[src/rtl/gray_sync_rx.sv]
// Destination-domain gray-code synchroniser: sync chain, gray->binary, update/delta/direction
// reporting and illegal-transition detection. Optional GRAY_SYNC_HOLD_ON_ERR_EN holds the output on errors.
module gray_sync_rx #(
  parameter int WIDTH        = 4,
  parameter int SYNC_STAGES  = 2,
  parameter int PRIME_CYCLES = 2
) (
  input  logic             i_clk,
  input  logic             i_rst,
  input  logic [WIDTH-1:0] i_gray,
  input  logic             i_err_clr,
  output logic [WIDTH-1:0] o_bin,
  output logic [WIDTH-1:0] o_gray,
  output logic             o_valid,
  output logic             o_upd,
  output logic             o_dir,
  output logic [WIDTH-1:0] o_delta,
  output logic             o_err,
  output logic             o_err_sticky
);

  localparam int PRIME_LEN = SYNC_STAGES + PRIME_CYCLES;
  localparam int CW        = $clog2(PRIME_LEN + 1);

  typedef enum logic {PRIME = 1'b0, RUN = 1'b1} state_t;

  state_t state, state_nxt;
  logic [CW-1:0] prime_cnt;
  logic          prime_done;

  logic [SYNC_STAGES-1:0][WIDTH-1:0] sync;
  logic [WIDTH-1:0] g_new, bin_new, diff, delta_new;
  logic             run, multi_bit, err_now, hold, upd_now;

  // Plain flop chain: nothing between stages so metastability has a full cycle to resolve.
  always_ff @(posedge i_clk) begin
    if (i_rst) begin
      sync <= '0;
    end else begin
      sync[0] <= i_gray;
      for (int k = 1; k < SYNC_STAGES; k++) sync[k] <= sync[k-1];
    end
  end

  assign g_new = sync[SYNC_STAGES-1];

  always_comb begin
    bin_new = '0;
    for (int i = 0; i < WIDTH; i++) bin_new[i] = ^(g_new >> i);
  end

  // More than one bit set in the xor means a non-gray step.
  assign diff      = g_new ^ o_gray;
  assign multi_bit = (diff & (diff - WIDTH'(1))) != '0;
  assign delta_new = bin_new - o_bin;

  // FSM: state register
  always_ff @(posedge i_clk) begin
    if (i_rst) begin
      state     <= PRIME;
      prime_cnt <= '0;
    end else begin
      state <= state_nxt;
      if (state == PRIME && !prime_done) prime_cnt <= prime_cnt + CW'(1);
    end
  end

  assign prime_done = (prime_cnt == CW'(PRIME_LEN - 1));

  // FSM: next state
  always_comb begin
    state_nxt = state;
    if (state == PRIME && prime_done) state_nxt = RUN;
  end

  // FSM: outputs
  always_comb begin
    run     = (state == RUN);
    o_valid = run;
  end

  assign err_now = run && multi_bit;

`ifdef GRAY_SYNC_HOLD_ON_ERR_EN
  assign hold = err_now;
`else
  assign hold = 1'b0;
`endif

  assign upd_now = run && (g_new != o_gray) && !hold;

  always_ff @(posedge i_clk) begin
    if (i_rst) begin
      o_bin        <= '0;
      o_gray       <= '0;
      o_upd        <= 1'b0;
      o_dir        <= 1'b0;
      o_delta      <= '0;
      o_err        <= 1'b0;
      o_err_sticky <= 1'b0;
    end else begin
      if (!hold) begin
        o_bin  <= bin_new;
        o_gray <= g_new;
      end
      o_upd <= upd_now;
      if (upd_now) begin
        o_delta <= delta_new;
        o_dir   <= !delta_new[WIDTH-1];
      end
      o_err <= err_now;
      // A new error outranks a clear in the same cycle.
      if (err_now)        o_err_sticky <= 1'b1;
      else if (i_err_clr) o_err_sticky <= 1'b0;
    end
  end

endmodule

[config.mk]
export PLATFORM = sky130hd
export DESIGN_NAME = gray_sync_rx
export DESIGN_NICKNAME = d
export VERILOG_FILES = /design/src/rtl/gray_sync_rx.sv
export SDC_FILE = /design/constraint.sdc
export NUM_CORES = 1
export LEC_CHECK = 0
export ABC_AREA = 1
export CORE_MARGIN = 2
export CORE_UTILIZATION = 40
export DETAILED_ROUTE_END_ITERATION = 7
export MAX_ROUTING_LAYER = met4
export PLACE_DENSITY = 0.68
export SETUP_SLACK_MARGIN = 0.3
export SLEW_MARGIN = 20
export SYNTH_ARGS = -nofsm -noshare
export SYNTH_HDL_FRONTEND = slang
export SYNTH_SLANG_ARGS = --single-unit
[constraint.sdc]
create_clock -name i_clk -period 2.46 [get_ports i_clk]
set_input_delay 0.492 -clock i_clk [delete_from_list [all_inputs] [get_ports i_clk]]
set_output_delay 0.492 -clock i_clk [all_outputs]
set_load 0.01 [all_outputs]
==> results of run 1 <==
[per-layer routing]
metal / share of wire / wire [um]
met1: 0.45 / 890
met2: 0.49 / 974
met3: 0.041 / 81
met4: 0.017 / 33
met5: 0 / 0
[placed cells by master (no fill, tap or decap), drive strengths merged]
cell type	Yosys	layout
clkdlybuf4s50	0	23
nand2	41	41
ha	5	5
clkbuf	1	3
nand3b	1	1
nand3	3	3
dfxtp	27	27
buf	2	1
a21oi	4	4
nor2	32	32
clkinv	0	1
o21ai	5	5
xnor2	2	2
fa	1	1
inv	29	29
o21a	1	1
xor2	3	3
[sequential cells by signal, indices dropped and copies added (netlist names)]
signal	cells
g_new	4
o_bin	4
o_delta	4
sync	4
o_gray	3
prime_cnt	3
o_dir	1
o_err	1
o_err_sticky	1
o_upd	1
o_valid	1
[worst reg2reg max path, stage by stage (launching register included)]
cell,delay [ps]
dfxtp_1,370
xnor2_1,360
xnor2_1,120
inv_1,90
ha_1,140
inv_1,60
fa_1,370
xor2_1,160
o21ai_0,150
nor2_1,60
[per-stage QoR]
step	util	power, uW
after floorplan	-	670
after global placement	0.517	739
after detailed placement	0.517	753
after CTS	0.527	939
after global routing	0.527	987
final	0.527	928
[power by group through the flow]
| stage | Clock [uW] | Combinational, uW | Sequential [uW] |
|---|---|---|---|
| final | 189 | 227 | 512 |
| after global routing | 208 | 261 | 518 |
| after CTS | 195 | 231 | 512 |
| after detailed placement | 0 | 230 | 522 |
| after global placement | 0 | 220 | 519 |
| after floorplan | 0 | 144 | 526 |
[cell type report]
cell class | count | area (sq um)
clock inverters | 1 | 5.00
fillers | 268 | 1310
clock buffers | 3 | 22.5
inverters | 29 | 109
well taps | 31 | 38.8
multi-input cells | 98 | 499
flip-flops and latches | 27 | 541
repair buffers | 24 | 238
[worst min path at each step]
stage,cells after the start,end,startpoint,slack (ps)
2_1_floorplan,2,g_new[0],sync[0],390
3_3_place_gp,2,g_new[2],sync[2],390
3_5_place_dp,2,g_new[3],sync[3],390
4_1_cts,2,g_new[3],sync[3],410
5_1_grt,2,g_new[1],sync[1],440
6_report,2,g_new[3],sync[3],410
[logic make-up after synthesis]
family / count (synthesis) / share of synthesized area
and+or+nand+nor: 77 / 0.272
buffers and inverters: 32 / 0.107
DFF: 27 / 0.464
AOI/OAI and AO/OA: 10 / 0.0483
adders and majority gates: 6 / 0.0709
xor gates and xnor gates: 5 / 0.0376
==> flow_metrics.env, run 1 <==
export IMPL_synthDistinctLibCells=22
export IMPL_dpl_cell_count=209
export IMPL_internal_power_uw=651
export IMPL_clock_path_buffers=2
export IMPL_critPathRequiredTime_ps=2700
export IMPL_die_h_um=58.0
export IMPL_clk_latency_ps=320
export IMPL_diodes=0
export IMPL_io_pins=24
export IMPL_end_kind="flop"
export IMPL_worstPathMaxFanout=4
export IMPL_max_slew_worst_pin_slew_ps=382
export IMPL_htreeDepth=1
export IMPL_fmax_ghz=0.509
export IMPL_netlist_area_sq_um=1160
export IMPL_ant_nets=0
export IMPL_viasPerCell=4.48
export IMPL_crit_cells=9
export IMPL_finalMaxSlewViolations=0
export IMPL_netlist_top_cells_count="nand2_1, nor2_1, inv_1, dfxtp_1"
export IMPL_clock_sinks=27
export IMPL_synth_edf_count=0
export IMPL_grtUsageMet1=0.158
export IMPL_met2_usage=0.224
export IMPL_p_per_area_nw_per_um2=639
export IMPL_tns_ps=0
export IMPL_grt_pass1_vias=866
export IMPL_path_class="reg2reg"
export IMPL_hold_slack_ps=413
export IMPL_maxCapViolCount=0
export IMPL_die_w_um=58.0
export IMPL_yosysMostFrequentCell="nand2_1"
export IMPL_fin_ws_ps=494
export IMPL_globalRoute_totalOverflow=0
export IMPL_grt_antenna_before_repair=0
export IMPL_swShare=0.298
export IMPL_dpl_cell_area_sq_um=1430
export IMPL_startpoint="g_new[3]"
export IMPL_critPathCapture="o_delta[2]"
export IMPL_min_period_ps=1970
export IMPL_post_cts_buffers=0
export IMPL_met3_usage=0.0201
export IMPL_syn_nets=170
export IMPL_synth_seq_cells=27
export IMPL_worstSetupStartpointType="flop"
export IMPL_final_nets=196
export IMPL_start_util=0.422
export IMPL_layout_cell_area_non_filler_sq_um=1450
export IMPL_power_leakage_uw=0.000703
export IMPL_cp_top_family="XOR/XNOR gates"
export IMPL_route_vias_total=954
export IMPL_power_net_switching_uw=277
export IMPL_setup_viol=0
export IMPL_hp_class="reg2reg"
export IMPL_skew_ps=3.98
export IMPL_cts_hold_buf=0
export IMPL_cts_resized=0
export IMPL_wl_um=1980
export IMPL_reg2reg_slack_ps=490
export IMPL_worstPathCellList="xnor2_1 > xnor2_1 > inv_1 > ha_1 > inv_1 > fa_1 > xor2_1 > o21ai_0 > nor2_1"
export IMPL_dp_slack_ps=486
export IMPL_grt_busiest_layer="met2"
export IMPL_drive_above_1_share=0.0604
export IMPL_max_stage_delay_ps=370
export IMPL_sequentialPowerShare=0.552
export IMPL_numCtsBuffers=3
export IMPL_grt_usage=0.132
export IMPL_grt_setup_unrepaired="no"
export IMPL_worstRegToRegCells=9
export IMPL_cts_root_buf="clkbuf_4"
export IMPL_async_reset_ff_frac=0
export IMPL_synthTopCellsByArea="dfxtp_1, nand2_1, nor2_1, inv_1, ha_1"
export IMPL_core_sq_um=2760
export IMPL_grt_max_degree=21
export IMPL_finalCritPeriodShare=0.799
export IMPL_area_growth_pct=24.7
export IMPL_worstPathArrival_ps=2200
export IMPL_comb_power_share=0.245
export IMPL_hold_violations=0
export IMPL_wire_per_inst_um=9.30
export IMPL_r2r_end="o_delta[2]"
export IMPL_maxSlewHeadroom=0.743
export IMPL_num_rows=19
export IMPL_yosys_area_top_type="dfxtp_1"
export IMPL_p_clk_frac=0.204
export IMPL_clk_pin_slew_ps=140
export IMPL_seq_area_frac_synth=0.464
export IMPL_synth_top_flop_cell="dfxtp_1"
export IMPL_syn_avg_cell_area_sq_um=7.42
export IMPL_max_vdd_ir_drop_uv=543
export IMPL_die_area_sq_um=3360
export IMPL_synth_cells=157
export IMPL_globalplace_congestion=0.811
export IMPL_status="finished clean"
export IMPL_cts_tree="yes"
export IMPL_firstDrtPassIters=5
export IMPL_cp_num_buf_inv=2
export IMPL_portBuffers=23
export IMPL_synth_top_area_share=0.464
export IMPL_worstReg2RegStart="g_new[3]"
export IMPL_dr_first_iter_drc_count=18
export IMPL_drc=0
export IMPL_hpwlAfterDp_um=1570
export IMPL_grt_pass1_wl_um=3390
export IMPL_yosys_warnings=0
export IMPL_fin_cells=213
export IMPL_crit_slowest_cell="dfxtp_1"
(Power assumes the default switching activity.)
==> run 2: changes to the inputs <==
==> constraint.sdc (replaced) <==
create_clock -name i_clk -period 2 [get_ports i_clk]
set_input_delay 0.4 -clock i_clk [delete_from_list [all_inputs] [get_ports i_clk]]
set_output_delay 0.4 -clock i_clk [all_outputs]
set_load 0.01 [all_outputs]
==> run 2 against run 1 <==
Effect of this change:
- sequential power is 23% higher
- core utilization is 5.3 points higher
- clock power is 22% higher
- register-to-register slack worse by 260 ps
- hold slack worse by 8.6 ps
- sequential share of layout area is 2.4 points lower
- flip-flop and latch count stayed put
- final area is 10% higher
- total power is 29% higher
- cell count is 4.7% higher
==> flow_metrics.env, run 2 (synthesized netlist as in run 1, its figures left out) <==
export IMPL_grt_max_degree=15
export IMPL_clock_sinks=27
export IMPL_fin_ws_ps=231
export IMPL_dr_first_iter_drc_count=13
export IMPL_fill_cells=251
export IMPL_numCtsBuffers=3
export IMPL_cts_root_buf="clkbuf_4"
export IMPL_grt_usage=0.149
export IMPL_holdPathEnd="g_new[1]"
export IMPL_die_area_sq_um=3360
export IMPL_fin_cells=223
export IMPL_met3_usage=0.0201
export IMPL_grt_pass1_vias=949
export IMPL_max_vdd_ir_drop_uv=703
export IMPL_r2r_end="o_delta[2]"
export IMPL_final_nets=206
export IMPL_worstPathArrival_ps=2000
export IMPL_hpwlAfterDp_um=1620
export IMPL_critPathRequiredTime_ps=2230
export IMPL_globalRoute_totalOverflow=0
export IMPL_skew_ps=2.15
export IMPL_grt_busiest_layer="met2"
export IMPL_met2_usage=0.274
export IMPL_dpl_cell_count=210
export IMPL_io_pins=24
export IMPL_path_class="reg2reg"
export IMPL_drive_above_1_share=0.203
export IMPL_start_util=0.422
export IMPL_whs_path_depth=2
export IMPL_ant_nets=0
export IMPL_power_leakage_uw=0.000774
export IMPL_finalCritPeriodShare=0.884
export IMPL_p_per_area_nw_per_um2=746
export IMPL_grt_antenna_before_repair=0
export IMPL_worstRegToRegCells=9
export IMPL_seq_area_sq_um=557
export IMPL_dpl_cell_area_sq_um=1440
export IMPL_grt_pass1_wl_um=3770
export IMPL_mostFrequentLayoutCells="nand2_1, nor2_1, inv_1"
export IMPL_die_h_um=58.0
export IMPL_hold_violations=0
export IMPL_sequentialPowerShare=0.530
export IMPL_setup_viol=0
export IMPL_status="finished clean"
export IMPL_finalMaxSlewViolations=0
export IMPL_clk_pin_slew_ps=140
export IMPL_mostFrequentLayoutCell="nand2_1"
export IMPL_worstPathMaxFanout=4
export IMPL_htreeDepth=1
export IMPL_viasPerCell=4.61
export IMPL_grt_setup_unrepaired="yes"
export IMPL_die_w_um=58.0
export IMPL_num_rows=19
export IMPL_max_slew_worst_pin_slew_ps=367
export IMPL_maxSlewHeadroom=0.754
export IMPL_drc=0
export IMPL_worstReg2RegStart="g_new[3]"
export IMPL_layout_cell_area_non_filler_sq_um=1600
export IMPL_grtUsageMet1=0.160
export IMPL_comb_power_share=0.277
export IMPL_portBuffers=23
export IMPL_clock_path_buffers=2
export IMPL_power_net_switching_uw=355
export IMPL_globalplace_congestion=0.806
export IMPL_area_growth_pct=37.2
export IMPL_tns_ps=0
export IMPL_cts_tree="yes"
export IMPL_maxCapViolCount=0
export IMPL_fmax_ghz=0.565
export IMPL_wl_um=2210
export IMPL_swShare=0.298
export IMPL_core_sq_um=2760
export IMPL_firstDrtPassIters=4
export IMPL_end_kind="flop"
export IMPL_diodes=0
export IMPL_dp_slack_ps=131
export IMPL_p_clk_frac=0.193
export IMPL_multiInputGateArea_sq_um=552
export IMPL_hp_class="reg2reg"
export IMPL_route_vias_total=1028
export IMPL_internal_power_uw=838
export IMPL_worstSetupStartpointType="flop"
export IMPL_clk_latency_ps=320
export IMPL_wire_per_inst_um=9.91
export IMPL_min_from="sync[1]"
export IMPL_min_period_ps=1770
export IMPL_reg2reg_slack_ps=230
==> run 2: changes by cell type in the layout (fill, tap and decap cells not counted), moves of 2 or more <==
cell / change
dfxtp_4: +2
o21ai_0: -2
o21ai_1: +2
dfxtp_1: -9
inv_2: +3
buf_4: +10
inv_1: -3
ha_1: -2
dfxtp_2: +7
==> run 2: layout make-up <==
cell class              count  area share
flip-flops and latches     27       0.348
clock buffers               4      0.0164
well taps                  31      0.0243
multi-input cells          98       0.345
repair buffers             34       0.197
inverters                  29      0.0681
==> run 2: metal layers <==
metal,part of all wire,vias to the layer above,wire length [um]
li1,-,531,-
met1,0.42,472,924
met2,0.53,23,1180
met3,0.042,2,93
met4,0.0077,0,17
met5,0,-,0
==> run 2: worst max-delay path by stage <==
stage / start / slack (ps) / cells past startpoint / endpoint
detailed placement: g_new[2] / 130 / 9 / o_delta[2]
global route: g_new[3] / 110 / 9 / o_delta[2]
global placement: g_new[1] / 180 / 9 / o_delta[2]
finish: g_new[3] / 230 / 9 / o_delta[2]
CTS: g_new[3] / 260 / 9 / o_delta[2]
floorplan: g_new[2] / 290 / 9 / o_delta[2]
==> run 2: repair_timing <==
item                       4_1_cts  5_1_grt
hold buffers                     0        0
buffers inserted                 8        1
setup endpoints to repair        7       10
pin swaps                        6        4
resized for setup               16        6
==> run 2: power by group through the flow <==
stage | Combinational [uW] | Clock, uW | Sequential [uW]
floorplan | 180 | 0 | 648
global placement | 273 | 0 | 639
detailed placement | 289 | 0 | 643
CTS | 326 | 243 | 630
global route | 376 | 261 | 638
finish | 330 | 230 | 632
==> run 2: worst max-delay path: stages (launching register included) <==
cell     delay (ps)
dfxtp_4         390
xnor2_4         230
xnor2_1          90
inv_1            80
ha_2            170
inv_2            40
fa_2            330
xor2_1          170
o21ai_1         130
nor2_1           50
==> run 2: through the flow <==
step           total power, uW  hold slack (ps)   util
6_report                  1190              405  0.579
3_3_place_gp               912              390  0.522
4_1_cts                   1200              409  0.572
5_1_grt                   1270              415  0.579
2_1_floorplan              827              388      -
3_5_place_dp               932              398  0.522
==> run 3: changes to the inputs <==
--- a/config.mk
+++ b/config.mk
@@ -10,7 +10,7 @@
 export CORE_UTILIZATION = 40
 export DETAILED_ROUTE_END_ITERATION = 7
 export MAX_ROUTING_LAYER = met4
-export PLACE_DENSITY = 0.68
+export PLACE_DENSITY = 0.7
 export SETUP_SLACK_MARGIN = 0.3
 export SLEW_MARGIN = 20
 export SYNTH_ARGS = -nofsm -noshare
==> constraint.sdc (replaced) <==
create_clock -name i_clk -period 1.48 [get_ports i_clk]
set_input_delay 0.296 -clock i_clk [delete_from_list [all_inputs] [get_ports i_clk]]
set_output_delay 0.296 -clock i_clk [all_outputs]
set_load 0.01 [all_outputs]
==> run 3 against run 2 <==
Effect of this change:
- the flow now finishes with violations (negative setup slack)
- sequential power rose by 36%
- wire length grew 6.0%
- largest power group unchanged
- register-to-register slack lost 510 ps
- first-iteration DRC count fell by 62%
- fmax grew 0.75%
- critical path depth shrank 1
- clock power up 37%
- global-route usage hardly changed
- core utilization is 1.0 points higher
- flip-flop and latch count did not move
- clock skew is essentially flat
- critical endpoint is now o_delta[1]
- sequential share of layout area rose by 0.38 points
==> flow_metrics.env, run 3 (synthesized netlist as in run 1, its figures left out) <==
export IMPL_drc=0
export IMPL_end_kind="flop"
export IMPL_skew_ps=1.99
export IMPL_min_period_ps=1760
export IMPL_power_leakage_uw=0.000818
export IMPL_hp_class="reg2reg"
export IMPL_path_class="reg2reg"
export IMPL_hpwlAfterDp_um=1600
export IMPL_io_pins=24
export IMPL_clock_path_buffers=2
export IMPL_portBuffers=23
export IMPL_area_growth_pct=39.6
export IMPL_firstDrtPassIters=6
export IMPL_die_w_um=58.0
export IMPL_status="finished with violations"
export IMPL_p_per_area_nw_per_um2=1040
export IMPL_viasPerCell=4.50
export IMPL_drive_above_1_share=0.420
export IMPL_dpl_cell_count=213
export IMPL_worstSetupStartpointType="flop"
export IMPL_grt_setup_unrepaired="yes"
export IMPL_fin_cells=224
export IMPL_cp_top_family="adder cells"
export IMPL_globalplace_congestion=0.775
export IMPL_globalRoute_totalOverflow=0
export IMPL_die_h_um=58.0
export IMPL_violations="negative setup slack"
export IMPL_seq_area_sq_um=573
export IMPL_ant_nets=0
export IMPL_fill_cells=259
export IMPL_worstPathMaxFanout=4
export IMPL_diodes=0
export IMPL_mostFrequentLayoutCell="nand2_1"
export IMPL_grt_pass1_vias=992
export IMPL_crit_slowest_cell="fa_2"
export IMPL_wl_um=2340
export IMPL_mostFrequentLayoutCells="nand2_1, nor2_1, inv_1"
export IMPL_clock_sinks=27
export IMPL_maxCapViolCount=0
export IMPL_numCtsBuffers=3
export IMPL_fin_ws_ps=-275
export IMPL_num_rows=19
export IMPL_start_util=0.422
export IMPL_clk_latency_ps=320
export IMPL_maxSlewHeadroom=0.834
export IMPL_dr_first_iter_drc_count=5
export IMPL_wire_per_inst_um=10.5
export IMPL_max_vdd_ir_drop_uv=835
export IMPL_setup_viol=4
export IMPL_cp_num_buf_inv=2
export IMPL_finalCritPeriodShare=1.19
export IMPL_htreeDepth=1
export IMPL_clk_pin_slew_ps=140
export IMPL_max_slew_worst_pin_slew_ps=248
export IMPL_hold_violations=0
export IMPL_core_sq_um=2760
export IMPL_critPathRequiredTime_ps=1710
export IMPL_finalMaxSlewViolations=0
export IMPL_grt_antenna_before_repair=0
export IMPL_worstPathArrival_ps=1990
export IMPL_fmax_ghz=0.570
export IMPL_route_vias_total=1008
export IMPL_tns_ps=-917
export IMPL_multiInputGateArea_sq_um=599
export IMPL_grt_max_degree=20
export IMPL_final_nets=207
export IMPL_worstPathCellList="xnor2_4 > xnor2_1 > inv_1 > ha_2 > inv_2 > fa_2 > o21ai_1 > nor2_1"
export IMPL_grt_pass1_wl_um=3840
export IMPL_die_area_sq_um=3360
export IMPL_max_stage_delay_ps=430
export IMPL_cts_root_buf="clkbuf_4"
export IMPL_cts_tree="yes"
export IMPL_grt_usage=0.150
-- run 3: changes by cell type in the layout (fill, tap and decap cells not counted), moves of 5 or more --
cell,delta
dfxtp_2,+10
nand2_2,+5
buf_6,+6
buf_2,+15
clkdlybuf4s50_1,-16
dfxtp_1,-11
nand2_1,-5
-- run 3: layer usage --
layer  track usage  routed length [um]
met5             -                   0
met4        0.0664                  22
met3        0.0201                  84
met2         0.271                1290
met1         0.161                 951
-- run 3: cell type report --
cell class / count / share of cell area
timing repair buffer: 35 / 0.169
tap: 31 / 0.0238
clock buffer: 4 / 0.0162
multi-input combinational: 98 / 0.368
sequential: 27 / 0.352
inverter: 29 / 0.0700
-- run 3: what timing repair did --
item / 4_1_cts / 5_1_grt
gates resized for setup: 93 / 29
setup endpoints to repair: 26 / 15
cloned: 0 / 0
hold buffers: 0 / 0
setup buffers: 5 / 2
pin swaps: 10 / 8
-- run 3: path summary, 6_finish.rpt --
| check | start | end | slack [ps] | cells past startpoint |
|---|---|---|---|---|
| worst min register to register | sync[3] | g_new[3] | 400 | 2 |
| worst min-delay path | sync[3] | g_new[3] | 400 | 2 |
| worst max-delay path | g_new[2] | o_delta[1] | -280 | 8 |
| worst max register to register | g_new[2] | o_delta[1] | -280 | 8 |
-- run 3: worst reg2reg max path, stage by stage, from the launching register on --
cell and delay [ps]:
dfxtp_4 390, xnor2_4 200, xnor2_1 140, inv_1 80
ha_2 170, inv_2 60, fa_2 430, o21ai_1 140
nor2_1 50
-- run 3: power by group --
group	total [uW]	switching, uW	internal [uW]	leakage [uW]
Clock	314	208	106	0.0000150
Combinational	511	264	247	0.000572
Sequential	858	47.5	811	0.000230
Total	1680	520	1160	0.000818
-- run 3: stage by stage --
stage	total power (uW)	setup slack (ps)	area, sq um	hold WS [ps]	utilization
after floorplan	1120	-188	1180	381	-
after global placement	1250	-253	1480	387	0.538
after detailed placement	1270	-280	1480	393	0.538
after CTS	1590	-248	1550	406	0.561
after global routing	1790	-387	1630	429	0.590
final	1680	-275	1630	404	0.590
